$ cat config.mk
export PLATFORM = sky130hd
export DESIGN_NAME = phy_rx_sp
export DESIGN_NICKNAME = d
export VERILOG_FILES = /design/src/rtl/phy_rx_sp_pkg.sv /design/src/rtl/phy_rx_sp.sv
export SDC_FILE = /design/constraint.sdc
export NUM_CORES = 1
export LEC_CHECK = 0
export ABC_AREA = 1
export ABC_CLOCK_PERIOD_IN_PS = 1250
export CORE_ASPECT_RATIO = 0.5
export CORE_MARGIN = 2
export CORE_UTILIZATION = 49
export DETAILED_ROUTE_END_ITERATION = 12
export GPL_TIMING_DRIVEN = 0
export PLACE_DENSITY_LB_ADDON = 0.1
export SLEW_MARGIN = 20
export SYNTH_ARGS = -nofsm -noshare
export SYNTH_HDL_FRONTEND = slang
export SYNTH_SLANG_ARGS = --single-unit
$ cat constraint.sdc
create_clock -name clk_32f -period 1.25 [get_ports clk_32f]
set_input_delay 0.125 -clock clk_32f [delete_from_list [all_inputs] [get_ports clk_32f]]
set_output_delay 0.125 -clock clk_32f [all_outputs]
set_load 0.1 [all_outputs]
$ cat src/rtl/phy_rx_sp_pkg.sv
// Shared definitions for the PHY serial receive lane: idle symbol and FSM states.
package phy_rx_sp_pkg;

  // Idle/comma symbol used for byte alignment and idle suppression.
  localparam logic [7:0] COM_SYM = 8'hBC;

  // Receiver lock states; encoding matches the transmit serializer.
  typedef enum logic [1:0] {
    SEARCH = 2'd0,
    ALIGN  = 2'd1,
    ACTIVE = 2'd2
  } rx_state_e;

endpackage

$ cat src/rtl/phy_rx_sp.sv
// Serial-to-parallel receiver: MSB-first bit stream in, COM-aligned bytes out.
// Locks on a run of LOCK_COUNT byte-spaced COMs, then presents every byte for
// 8 cycles with valid high for payload (non-COM) bytes.
module phy_rx_sp
  import phy_rx_sp_pkg::*;
#(
  parameter logic [7:0]  COM        = COM_SYM,
  parameter int unsigned LOCK_COUNT = 4
) (
  input  logic       clk_32f,
  input  logic       reset,
  input  logic       data_in,
  output logic [7:0] data_out,
  output logic       valid_out,
  output logic       active
);

  localparam logic [3:0] LOCK_N = 4'(LOCK_COUNT);

  rx_state_e  state_q, state_d;
  // Only the 7 most recent bits are needed to form the candidate byte.
  logic [6:0] sr_q, sr_d;
  logic [2:0] bit_cnt_q, bit_cnt_d;
  logic [3:0] com_cnt_q, com_cnt_d;
  logic [7:0] data_q, data_d;
  logic       valid_q, valid_d;
  logic       active_q, active_d;

  logic [7:0] cand;
  logic       is_com;
  logic       boundary;
  logic [3:0] com_inc;

  assign cand     = {sr_q, data_in};
  assign is_com   = (cand == COM);
  assign boundary = (bit_cnt_q == 3'd7);
  assign com_inc  = com_cnt_q + 4'd1;

  // Next-state: bit-slide search, byte-spaced COM counting, then byte delivery.
  always_comb begin
    state_d   = state_q;
    sr_d      = cand[6:0];
    bit_cnt_d = bit_cnt_q;
    com_cnt_d = com_cnt_q;
    data_d    = data_q;
    valid_d   = valid_q;
    active_d  = active_q;
    case (state_q)
      SEARCH: begin
        valid_d = 1'b0;
        if (is_com) begin
          bit_cnt_d = 3'd0;
          com_cnt_d = 4'd1;
          state_d   = ALIGN;
        end
      end
      ALIGN: begin
        bit_cnt_d = bit_cnt_q + 3'd1;
        if (boundary) begin
          if (is_com) begin
            com_cnt_d = com_inc;
            // Locking boundary also loads the COM into the output register.
            if (com_inc == LOCK_N) begin
              state_d  = ACTIVE;
              active_d = 1'b1;
              data_d   = cand;
              valid_d  = 1'b0;
            end
          end else begin
            // Broken run: drop alignment and slide again from the next bit.
            com_cnt_d = 4'd0;
            state_d   = SEARCH;
          end
        end
      end
      ACTIVE: begin
        bit_cnt_d = bit_cnt_q + 3'd1;
        if (boundary) begin
          data_d  = cand;
          valid_d = !is_com;
        end
      end
      default: begin
        state_d = SEARCH;
      end
    endcase
  end

  // All state and registered outputs; synchronous active-high reset.
  always_ff @(posedge clk_32f) begin
    if (reset) begin
      state_q   <= SEARCH;
      sr_q      <= 7'd0;
      bit_cnt_q <= 3'd0;
      com_cnt_q <= 4'd0;
      data_q    <= 8'h00;
      valid_q   <= 1'b0;
      active_q  <= 1'b0;
    end else begin
      state_q   <= state_d;
      sr_q      <= sr_d;
      bit_cnt_q <= bit_cnt_d;
      com_cnt_q <= com_cnt_d;
      data_q    <= data_d;
      valid_q   <= valid_d;
      active_q  <= active_d;
    end
  end

  assign data_out  = data_q;
  assign valid_out = valid_q;
  assign active    = active_q;

endmodule

Word level (Yosys, flattened, before mapping)
Cells that the tools add are included.
{ "word_totals": {"wordCells": 55, "ff_bits": 26, "out_inout_bits": 10, "in_bits": 3} }
{ "classes": {"n_eq_ne": 11, "n_addsub": 2, "bitwise_logic": 1, "muxes": 21, "reduce_logical": 13} }
{ "ops": {"columns": ["operator", "n"], "rows": [
  ["$mux 8", 4],
  ["$pmux 8 s2", 1],
  ["$mux 4", 3],
  ["$ne 2x2->1 const B", 5],
  ["$reduce_and 5->1", 2],
  ["$eq 8x8->1 const B", 1],
  ["$mux 2", 4],
  ["$pmux 4 s2", 1],
  ["$reduce_and 4->1", 2],
  ["$pmux 2 s3", 1],
  ["$pmux 3 s2", 1],
  ["$reduce_bool 2->1", 3],
  ["$add 4x1->4 const B", 1],
  ["$eq 4x3->1 const B", 1],
  ["$mux 1", 4],
  ["$add 3x1->3 const B", 1],
  ["$eq 3x3->1 const B", 1],
  ["$mux 3", 1],
  ["$ne 3x3->1 const B", 1],
  ["$pmux 1 s3", 1],
  ["$reduce_and 3->1", 1],
  ["$reduce_bool 3->1", 1],
  ["$eq 2x1->1 const B", 1],
  ["$eq 2x2->1 const B", 1],
  ["other kinds (5)", 5]
]} }

Longest topological paths before layout
Gate-level depths: netlist (run 1).
{ "depth": {"depth_word": 6, "mapped_depth": 11, "depth_no_buf": 10} }

Worst setup path after synthesis (run 1)
No wires, ideal clock.
{ "synth_path": {"kind": "reg2reg", "start": "register state_q[1]", "end": "register data_q[0] (netlist: data_out[0])", "arrival_time_ns": 1.256, "n_path_buf": 1, "setup_time_ns": 0.132, "path_stages_with_launch": 9, "synth_period_minus_slack_ns": 1.388, "slack_ns": -0.138, "t_required_ns": 1.118, "cell_sequence": "dfxtp_1 inv_1 ha_1 buf_4 inv_2 a21oi_4 nand3_4 nand2_1 a21oi_1"} }
{ "synth_between": {"elab_chain_cells": 3, "word_cells_on_any_way": 9, "classes_between": "eq/ne (6); mux (1); reduce/logical (2)"} }
{ "synth_rtl": {"columns": ["item", "line_no", "text"], "rows": [
  ["start, declared", "phy_rx_sp.sv:20", "rx_state_e state_q, state_d;"],
  ["start signal, assigned", "phy_rx_sp.sv:100", "state_q <= state_d;"],
  ["$eq 2x1->1 / $eq 2x2->1 (equally long branches)", "phy_rx_sp.sv:48", "case (state_q)"],
  ["$ne 2x2->1 (no source line) / $reduce_bool 2->1 (equally long branches)", null, null],
  ["$reduce_and 5->1 (no source line)", null, null],
  ["end signal, assigned", "phy_rx_sp.sv:104", "data_q <= data_d;"],
  ["end, declared", "phy_rx_sp.sv:25", "logic [7:0] data_q, data_d;"]
]} }
Parallel ways exist; a longest one is shown, timed or not.
A chain may end at the register's enable or synchronous reset.

Worst setup path in the final report (run 1)
{ "layout_path": {"start": "register bit_cnt_q[1]", "end": "register data_q[2] (netlist: data_out[2])"} }
{ "layout_between": {"elab_chain_cells": 3, "word_cells_on_any_way": 4, "classes_between": "eq/ne (3); reduce/logical (1)"} }
{ "layout_rtl": {"columns": ["item", "line_no", "text"], "rows": [
  ["start, declared", "phy_rx_sp.sv:23", "logic [2:0] bit_cnt_q, bit_cnt_d;"],
  ["start signal, assigned", "phy_rx_sp.sv:102", "bit_cnt_q <= bit_cnt_d;"],
  ["$eq 3x3->1 *", "phy_rx_sp.sv:36", "assign boundary = (bit_cnt_q == 3'd7);"],
  ["$ne 2x2->1 (no source line)", null, null],
  ["$reduce_and 5->1 (no source line) *", null, null]
]} }
Mark *: on every way between the ends. The rest lies on a longest branch, timed or not.

==> flow_metrics.py, run 1 <==
metrics = {
    "worst_setup_path": {
        "cp_cell_sequence": "ha_4, ha_4, inv_4, a21oi_4, buf_6, nand4_1, a21oi_1",
        "cp_data_arrival_time_ns": 1.58,
        "cp.depth": 7,
        "end_kind": "register",
        "crit_family": "flip-flops",
        "crit_required_ns": 1.46,
        "crit-reg2reg-launch": "bit_cnt_q[1]",
        "ff2ff_path_depth": 7,
        "setup.worst_path.start": "bit_cnt_q[1]",
        "crit_path_max_incr_delay_ns": 0.38,
        "crit_end": "data_out[2]",
        "cp_max_fo": 5,
        "crit_type": "register to register",
        "timing.rr.end": "data_out[2]",
        "path_common_cell": "ha_4",
        "setup.worst_path.start_class": "register",
        "reg2reg_setup_slack_ns": -0.12,
        "timing.critical_path.buf_inv": 2,
        "cp_slowest_cell": "dfxtp_2",
    },
    "power_and_ir_drop": {
        "p_seq_share_pct": 34.4,
        "p_total_mw": 2.97,
        "leakage_nw": 0.715,
        "ir_drop_v": 0.00116,
        "power.density_nw_per_um2": 1700,
        "p_clk_share_pct": 23.9,
        "p_int_mw": 1.86,
        "comb_power_share_pct": 41.6,
        "swShare_pct": 37.5,
        "switchingPower_mw": 1.11,
    },
    "timing": {
        "min_period_ns": 1.37,
        "hold_viol_final": 0,
        "worst_slack_ns": -0.121,
        "finalSetupTns_ns": -1.40,
        "tightest_slew_ns": 0.487,
        "max_clock_freq_mhz": 730,
        "grt_setup_unrepaired": "true",
        "fin_crit_sh_pct": 110,
        "relSlewSlack_pct": 67.7,
        "fin_skew_ns": 0.00344,
        "report.final.setup_viol": 15,
        "slew_viol_final": 0,
    },
    "synthesis": {
        "syn_inst": 162,
        "synth.top_cell.area_share_pct": 40.9,
        "yosys_register_bits": 26,
        "synth_xor_area_share_pct": 1.38,
        "synth_top_family_by_area": "simple AND/OR/NAND/NOR gates",
        "yosysWarnings": 0,
        "syn_nets": 172,
        "synth_async_sr_flop_share_pct": 0,
        "synthesis.area_um2": 1270,
        "synth_edf_count": 0,
        "syn_area_per_cell_um2": 7.85,
        "synth_top_area_cell": "dfxtp_1",
        "synthTopCellsByArea": "dfxtp_1 41%, nand2_1 8.8%, ha_1 6.9%, a21oi_1 6.7%, inv_1 6.5%",
        "synthSimpleGateAreaFrac_pct": 32.9,
        "yosysUniqueCellTypes": 26,
        "synth_fa_ha_area_share_pct": 6.88,
        "ys.flop_type": "dfxtp_1",
        "synth_compound_area_share_pct": 9.54,
        "synth.area.mux_share_pct": 0,
        "ys_seq_area_share_pct": 40.9,
    },
    "cts": {
        "clk_pin_slew_worst_paths_ns": 0.10,
        "numClockSinks": 26,
        "cts_buffers": 3,
        "htree_levels": 1,
        "clock-root-buffer": "clkbuf_8",
        "cts_max_path_buffers": 2,
        "cts_tree": "done",
        "insertion_delay_ns": 0.27,
    },
    "min_path": {
        "hold_path_class": "register to register",
        "hold_path_depth": 2,
    },
    "drt": {
        "wire_per_inst_um": 13.0,
        "drt_iter0_markers": 42,
        "drc": 0,
        "ant_nets": 0,
        "viasPerCell": 5.06,
        "dr.pass1.iters": 4,
        "wl_mm": 2.94,
        "vias": 1143,
    },
    "die": {
        "core_um2": 2340,
        "rows": 12,
        "die_w_um": 76.1,
        "start_util_pct": 54.3,
        "die_h_um": 40.0,
        "die_area_um2": 3050,
        "top_level_ports": 13,
    },
    "placed_design": {
        "gp_congestion": 0.747,
        "port_buffers": 12,
        "hpwl_mm": 1.75,
        "place_area_um2": 1470,
    },
    "cells_and_area": {
        "drive_above_1_share_pct": 41.9,
        "layout.nets": 202,
        "antenna_cells": 0,
        "final_util_pct": 74.8,
        "syn_to_final_growth_pct": 37.8,
        "finalInstanceArea_um2": 1750,
        "fillerInstances": 184,
    },
    "global_route": {
        "antenna_found_initial": 0,
        "grt_pass1_wl_mm": 4.40,
        "grt_pass1_vias": 1004,
        "grt_max_degree": 16,
        "grtUsageTotal_pct": 19.0,
        "grt_overflow": 0,
    },
    "run_status": {
        "violations": "setup timing",
        "outcome": "finished, violations left",
    },
    "flow_run": {
        "maxCapViolations": 0,
    },
}
==> registers in the layout (all words and copies together), names as in the netlist <==
signal / count
sr_q: 7
state_q: 2
data_out: 8
active: 1
valid_out: 1
com_cnt_q: 4
bit_cnt_q: 3
==> metal layers <==
layer	share of wire [%]	GRT usage [%]	vias up
met5	0	0	-
met4	2.8	6.82	0
met3	4.6	5.86	8
met2	48	36.2	27
met1	45	21.7	530
li1	-	-	578
==> worst min-delay path by stage <==
stage | to | slack, ns | from
after global routing | sr_q[5] | 0.46 | sr_q[4]
after global placement | sr_q[2] | 0.43 | sr_q[1]
after CTS | sr_q[0] | 0.43 | data_in
after detailed placement | sr_q[2] | 0.43 | sr_q[1]
final | sr_q[2] | 0.44 | sr_q[1]
after floorplan | bit_cnt_q[2] | 0.20 | reset
==> placed cells by master, fill, tap and decap left out, types with 2 or more instances in the layout <==
cell type	instances
nor2_2	3
buf_2	10
nor3_1	3
nand2_4	3
buf_6	3
inv_2	3
inv_4	4
a21oi_1	13
nand3_2	2
inv_1	16
nor2_4	3
clkbuf_8	3
clkdlybuf4s50_1	2
clkbuf_1	2
buf_4	10
nand3_4	2
o21ai_2	2
nand2_2	6
ha_4	5
a21oi_2	4
nand4_1	10
ha_1	2
nor2_1	17
dfxtp_2	7
dfxtp_4	3
dfxtp_1	16
nand2_8	2
nand2_1	23
nand3_1	2
==> timing repair <==
action / CTS / global route
pin swaps: 27 / 13
endpoints found under the setup margin: 28 / 19
gates resized for setup: 85 / 17
setup buffers: 11 / 3
hold buffers: 0 / 0
==> per-stage QoR <==
step	setup slack, ns	instances	hold WS (ns)
final	-0.121	226	0.441
after detailed placement	-0.317	209	0.435
after global placement	-0.325	209	0.427
after global routing	-0.177	226	0.459
after floorplan	-0.0833	162	0.204
after CTS	-0.0708	223	0.432
==> synthesized netlist by cell type, types with 2 or more instances <==
master and count:
o21ai_0 3, clkbuf_1 2, inv_1 22, nor3_1 4, ha_1 7, nand3_4 2
nand2_1 30, nand4_1 10, nand2_8 2, a21oi_1 17, nor2_1 20, nor2_2 2
dfxtp_1 26, nand3_1 3
==> kinds of logic (layout without fill, tap and decap cells) <==
kind of cell / Yosys count / after routing
simple gates: 78 / 78
buf+inv: 27 / 56
flops: 26 / 26
compound gates: 22 / 22
fa+ha+maj: 7 / 7
xor+xnor: 2 / 2
==> power groups by stage <==
| stage | combinational [mW] | clock, mW | sequential [mW] |
|---|---|---|---|
| 2_1_floorplan | 0.709 | 0 | 1.06 |
| 3_3_place_gp | 0.901 | 0 | 0.997 |
| 3_5_place_dp | 0.919 | 0 | 1.00 |
| 4_1_cts | 1.07 | 0.720 | 1.01 |
| 5_1_grt | 1.36 | 0.753 | 1.03 |
| 6_report | 1.24 | 0.711 | 1.02 |
==> area by class of cell <==
| class | instances | area, µm² | area share, % |
|---|---|---|---|
| buffer | 2 | 7.51 | 0.428 |
| clock buffer | 3 | 41.3 | 2.36 |
| clock inverter | 1 | 30.0 | 1.71 |
| inverter | 24 | 105 | 6.00 |
| multi-input combinational | 109 | 786 | 44.8 |
| sequential | 26 | 541 | 30.8 |
| tap | 35 | 43.8 | 2.50 |
| timing repair buffer | 26 | 199 | 11.3 |
==> worst min-delay path: stages (launching register included) <==
cell and delay (ns):
dfxtp_2 0.34, inv_1 0.05, nor2_1 0.03
No activity file was read; power rests on OpenSTA's default activity.
==> inputs of run 2 (changes only) <==
--- a/config.mk
+++ b/config.mk
@@ -7,9 +7,9 @@
 export LEC_CHECK = 0
 export ABC_AREA = 1
 export ABC_CLOCK_PERIOD_IN_PS = 1250
-export CORE_ASPECT_RATIO = 0.5
 export CORE_MARGIN = 2
 export CORE_UTILIZATION = 49
+export CTS_CLUSTER_SIZE = 30
 export DETAILED_ROUTE_END_ITERATION = 12
 export GPL_TIMING_DRIVEN = 0
 export PLACE_DENSITY_LB_ADDON = 0.1
==> flow_metrics.py, run 2 (synthesis gave the netlist of run 1 again) <==
metrics = {
    "run_status": {
        "outcome": "finished, violations left",
        "violations": "setup timing",
    },
    "flow_run": {
        "maxCapViolations": 0,
    },
    "power_and_ir_drop": {
        "power.density_nw_per_um2": 1510,
        "leakage_nw": 0.651,
        "ir_drop_v": 0.00109,
        "p_total_mw": 2.50,
    },
    "drt": {
        "drc": 0,
        "dr.pass1.iters": 4,
        "viasPerCell": 5.29,
        "ant_nets": 0,
        "wire_per_inst_um": 12.7,
        "drt_iter0_markers": 28,
        "vias": 1142,
        "wl_mm": 2.75,
    },
    "worst_setup_path": {
        "end_kind": "register",
        "crit_type": "register to register",
        "cp_slowest_cell": "dfxtp_4",
        "crit_required_ns": 1.45,
        "cp_cell_sequence": "inv_4, ha_4, inv_4, a21oi_4, nand3_4, nand2_1, a21oi_1",
        "timing.critical_path.buf_inv": 2,
        "reg2reg_setup_slack_ns": -0.13,
        "cp_max_fo": 8,
        "cp_data_arrival_time_ns": 1.57,
        "crit_family": "flip-flops",
        "crit_path_max_incr_delay_ns": 0.40,
        "setup.worst_path.start_class": "register",
        "path_common_cell": "inv_4",
    },
    "die": {
        "rows": 18,
        "die_h_um": 55.0,
        "die_area_um2": 3020,
        "core_um2": 2480,
        "die_w_um": 55.0,
        "top_level_ports": 13,
        "start_util_pct": 51.4,
    },
    "placed_design": {
        "dp_slack_ns": -0.325,
        "place_area_um2": 1460,
        "hpwl_mm": 1.83,
        "port_buffers": 12,
        "gp_congestion": 0.782,
    },
    "cts": {
        "htree_levels": 1,
        "cts_buffers": 3,
        "clk_pin_slew_worst_paths_ns": 0.14,
        "numClockSinks": 26,
        "clock-root-buffer": "clkbuf_4",
        "insertion_delay_ns": 0.32,
        "cts_tree": "done",
        "cts_max_path_buffers": 2,
    },
    "cells_and_area": {
        "final_common_cell": "nand2_1",
        "final_util_pct": 66.8,
        "layout_common_cells": "24 x nand2_1, 19 x nor2_1, 16 x inv_1",
        "drive_above_1_share_pct": 38.7,
        "antenna_cells": 0,
        "finalInstanceArea_um2": 1650,
        "largest_register_ffs": 8,
        "layout.nets": 198,
        "syn_to_final_growth_pct": 30.0,
    },
    "global_route": {
        "grt_max_degree": 14,
        "grt_overflow": 0,
        "grt_pass1_wl_mm": 4.49,
        "antenna_found_initial": 0,
        "grtUsageTotal_pct": 20.6,
        "grt_pass1_vias": 1037,
    },
    "timing": {
        "fin_skew_ns": 0.0128,
        "grt_setup_unrepaired": "true",
        "relSlewSlack_pct": 68.0,
        "min_period_ns": 1.38,
        "fin_crit_sh_pct": 110,
        "hold_viol_final": 0,
        "report.final.setup_viol": 16,
        "worst_slack_ns": -0.125,
        "hold_slack_ns": 0.389,
        "max_clock_freq_mhz": 727,
        "tightest_slew_ns": 0.483,
        "slew_viol_final": 0,
    },
    "min_path": {
        "hold_path_class": "input port to register",
    },
}
run 2: path summary, 6_finish.rpt:
check,startpoint,end,cells after the start
setup / recovery,state_q[1],data_out[0],7
hold / removal,data_in,sr_q[0],3
setup reg to reg,state_q[1],data_out[0],7
hold reg to reg,sr_q[3],sr_q[4],2
run 2: routing by layer:
metal  GRT usage, %  vias to the layer above  wire (µm)
met2           37.3                       15       1430
met4           2.44                        0         12
met3           4.84                        2         76
met5              0                        -          0
li1               -                      577          -
met1           25.3                      548       1240
run 2: final cells by class:
type	count	area, µm²
multi-input combinational	110	778
fill	218	823
sequential	26	542
clock buffer	3	22.5
inverter	24	98.8
buffer	2	7.51
tap	30	37.5
timing repair buffer	21	168
run 2: power breakdown:
| part | total [mW] | switching, mW | internal [mW] | leakage [nW] |
|---|---|---|---|---|
| registers | 1.02 | 0.0857 | 0.931 | 0.218 |
| logic | 1.13 | 0.686 | 0.440 | 0.419 |
| clock network | 0.355 | 0.242 | 0.113 | 0.0138 |
| total | 2.50 | 1.01 | 1.48 | 0.651 |
run 2: repair_timing:
action                     CTS  global route
hold buffers                 0             0
buffers inserted             7             2
gates resized for setup     76            28
cloned                       1             0
pin swaps                   12            13
setup endpoints to repair   28            28
run 2: tightest hold or removal path, stage by stage:
cell	delay, ns
clkdlybuf4s50_1	0.42
inv_1	0.09
nor2_1	0.04
run 2: through the flow:
| stage | instances | TNS [ns] |
|---|---|---|
| floorplan | 162 | -0.893 |
| global placement | 204 | -8.11 |
| detailed placement | 204 | -8.28 |
| CTS | 214 | -0.882 |
| global route | 216 | -2.51 |
| finish | 216 | -1.24 |
==> inputs of run 3 (changes only) <==
--- a/config.mk
+++ b/config.mk
@@ -12,7 +12,8 @@
 export CTS_CLUSTER_SIZE = 30
 export DETAILED_ROUTE_END_ITERATION = 12
 export GPL_TIMING_DRIVEN = 0
-export PLACE_DENSITY_LB_ADDON = 0.1
+export PLACE_DENSITY_LB_ADDON = 0.3
+export SETUP_SLACK_MARGIN = 0.4
 export SLEW_MARGIN = 20
 export SYNTH_ARGS = -nofsm -noshare
 export SYNTH_HDL_FRONTEND = slang
==> flow_metrics.py, run 3 (synthesis gave the netlist of run 1 again) <==
metrics = {
    "flow_run": {
        "maxCapViolations": 0,
    },
    "timing": {
        "finalSetupTns_ns": -2.96,
        "worst_slack_ns": -0.259,
        "tightest_slew_ns": 0.455,
        "grt_setup_unrepaired": "true",
        "report.final.setup_viol": 19,
        "hold_viol_final": 0,
        "min_period_ns": 1.51,
        "hold_slack_ns": 0.351,
        "max_clock_freq_mhz": 663,
        "slew_viol_final": 0,
        "relSlewSlack_pct": 69.7,
        "fin_skew_ns": 0.00627,
        "fin_crit_sh_pct": 121,
    },
    "worst_setup_path": {
        "timing.rr.end": "data_out[4]",
        "cp_slowest_cell": "dfxtp_4",
        "end_kind": "register",
        "crit-reg2reg-launch": "state_q[1]",
        "timing.critical_path.buf_inv": 2,
        "crit_required_ns": 1.48,
        "reg2reg_setup_slack_ns": -0.26,
        "cp_max_fo": 8,
        "ff2ff_path_depth": 7,
        "crit_type": "register to register",
        "crit_family": "flip-flops",
        "cp_cell_sequence": "buf_4, ha_4, inv_4, a21oi_4, nand3_4, nand2_1, a21oi_1",
        "crit_path_max_incr_delay_ns": 0.40,
        "cp_data_arrival_time_ns": 1.74,
        "setup.worst_path.start_class": "register",
    },
    "global_route": {
        "grt_use_met1_pct": 27.6,
        "antenna_found_initial": 0,
        "grt_use_met2_pct": 40.9,
        "use_met3_pct": 5.11,
        "top_usage_layer": "met2",
        "grt_overflow": 0,
        "grtUsageTotal_pct": 23.9,
        "grt_pass1_vias": 1113,
        "grt_pass1_wl_mm": 5.06,
        "grt_max_degree": 16,
    },
    "die": {
        "rows": 18,
        "die_h_um": 55.0,
        "die_area_um2": 3020,
        "core_um2": 2480,
        "die_w_um": 55.0,
        "start_util_pct": 51.4,
        "top_level_ports": 13,
    },
    "drt": {
        "drc": 0,
        "vias": 1255,
        "dr.pass1.iters": 4,
        "drt_iter0_markers": 29,
        "wire_per_inst_um": 15.9,
        "wl_mm": 3.59,
        "ant_nets": 0,
        "viasPerCell": 5.58,
    },
    "cts": {
        "clk_pin_slew_worst_paths_ns": 0.16,
        "insertion_delay_ns": 0.35,
        "numClockSinks": 26,
        "htree_levels": 1,
        "holdBufCountCts": 0,
        "cts_tree": "done",
        "clock-root-buffer": "clkbuf_4",
        "cts_buffers": 3,
        "cts_max_path_buffers": 2,
    },
    "min_path": {
        "min-delay-start": "data_in",
        "hold_path_depth": 3,
        "min_delay_worst_endpoint": "sr_q[0]",
        "hold_path_class": "input port to register",
    },
    "cells_and_area": {
        "syn_to_final_growth_pct": 54.3,
        "largest_register_ffs": 8,
        "drive_above_1_share_pct": 47.2,
        "layout_common_cells": "23 x nand2_1, 18 x inv_1, 18 x nor2_1",
        "final_common_cell": "nand2_1",
        "fillerInstances": 146,
        "finalInstanceArea_um2": 1960,
        "antenna_cells": 0,
        "seq_area_um2": 548,
        "final_cell_count_no_fill": 225,
        "multi_input_area_um2": 836,
        "layout.nets": 206,
    },
    "run_status": {
        "violations": "setup timing",
        "outcome": "finished, violations left",
    },
    "power_and_ir_drop": {
        "power.density_nw_per_um2": 1640,
        "leakage_nw": 0.741,
        "ir_drop_v": 0.00146,
        "p_total_mw": 3.21,
    },
    "placed_design": {
        "port_buffers": 12,
        "place_area_um2": 1470,
        "gp_congestion": 0.769,
        "place_inst": 204,
        "hpwl_mm": 1.82,
    },
}
## run 3: final cells by class
cell class                      instances  area share, %
Multi-Input combinational cell        111           42.6
Clock inverter                          1           1.53
Buffer                                  3           1.47
Tap cell                               30           1.91
Sequential cell                        26           27.9
Timing Repair Buffer                   27           18.0
Clock buffer                            3           1.15
Inverter                               24           5.48
## run 3: worst max-delay path by stage
stage	startpoint	end	slack, ns	cells past startpoint
global route	state_q[1]	data_out[4]	-0.26	8
CTS	state_q[1]	data_out[2]	-0.14	7
detailed placement	data_out[0]	data_out[0]	-0.31	1
floorplan	state_q[1]	data_out[0]	-0.07	8
finish	state_q[1]	data_out[4]	-0.26	7
global placement	data_out[0]	data_out[0]	-0.31	1
## run 3: what timing repair did
item,CTS,global route
setup endpoints to repair,36,29
cloned,2,0
setup buffers,14,1
pin swaps,14,3
resized for setup,126,20
## run 3: metal layers
metal	share of wire, %	routed length, µm
met3	5.5	199
met1	41	1460
met5	0	0
met4	4.1	147
met2	50	1780
## run 3: power breakdown
group / internal, mW / switching [mW] / leakage, nW
registers: 0.933 / 0.0918 / 0.221
logic: 0.681 / 0.889 / 0.492
clock network: 0.325 / 0.291 / 0.0279
total: 1.94 / 1.27 / 0.741
## run 3: through the flow
step / setup slack, ns / utilization, %
6_report: -0.259 / 79.2
5_1_grt: -0.260 / 79.2
4_1_cts: -0.137 / 76.2
3_5_place_dp: -0.308 / 59.4
3_3_place_gp: -0.308 / 59.4
2_1_floorplan: -0.0747 / -
## run 3: worst min-delay path: cells and delay by family
family	cells	cell delay, ns
buffers and inverters	2	0.51
and+or+nand+nor	1	0.04
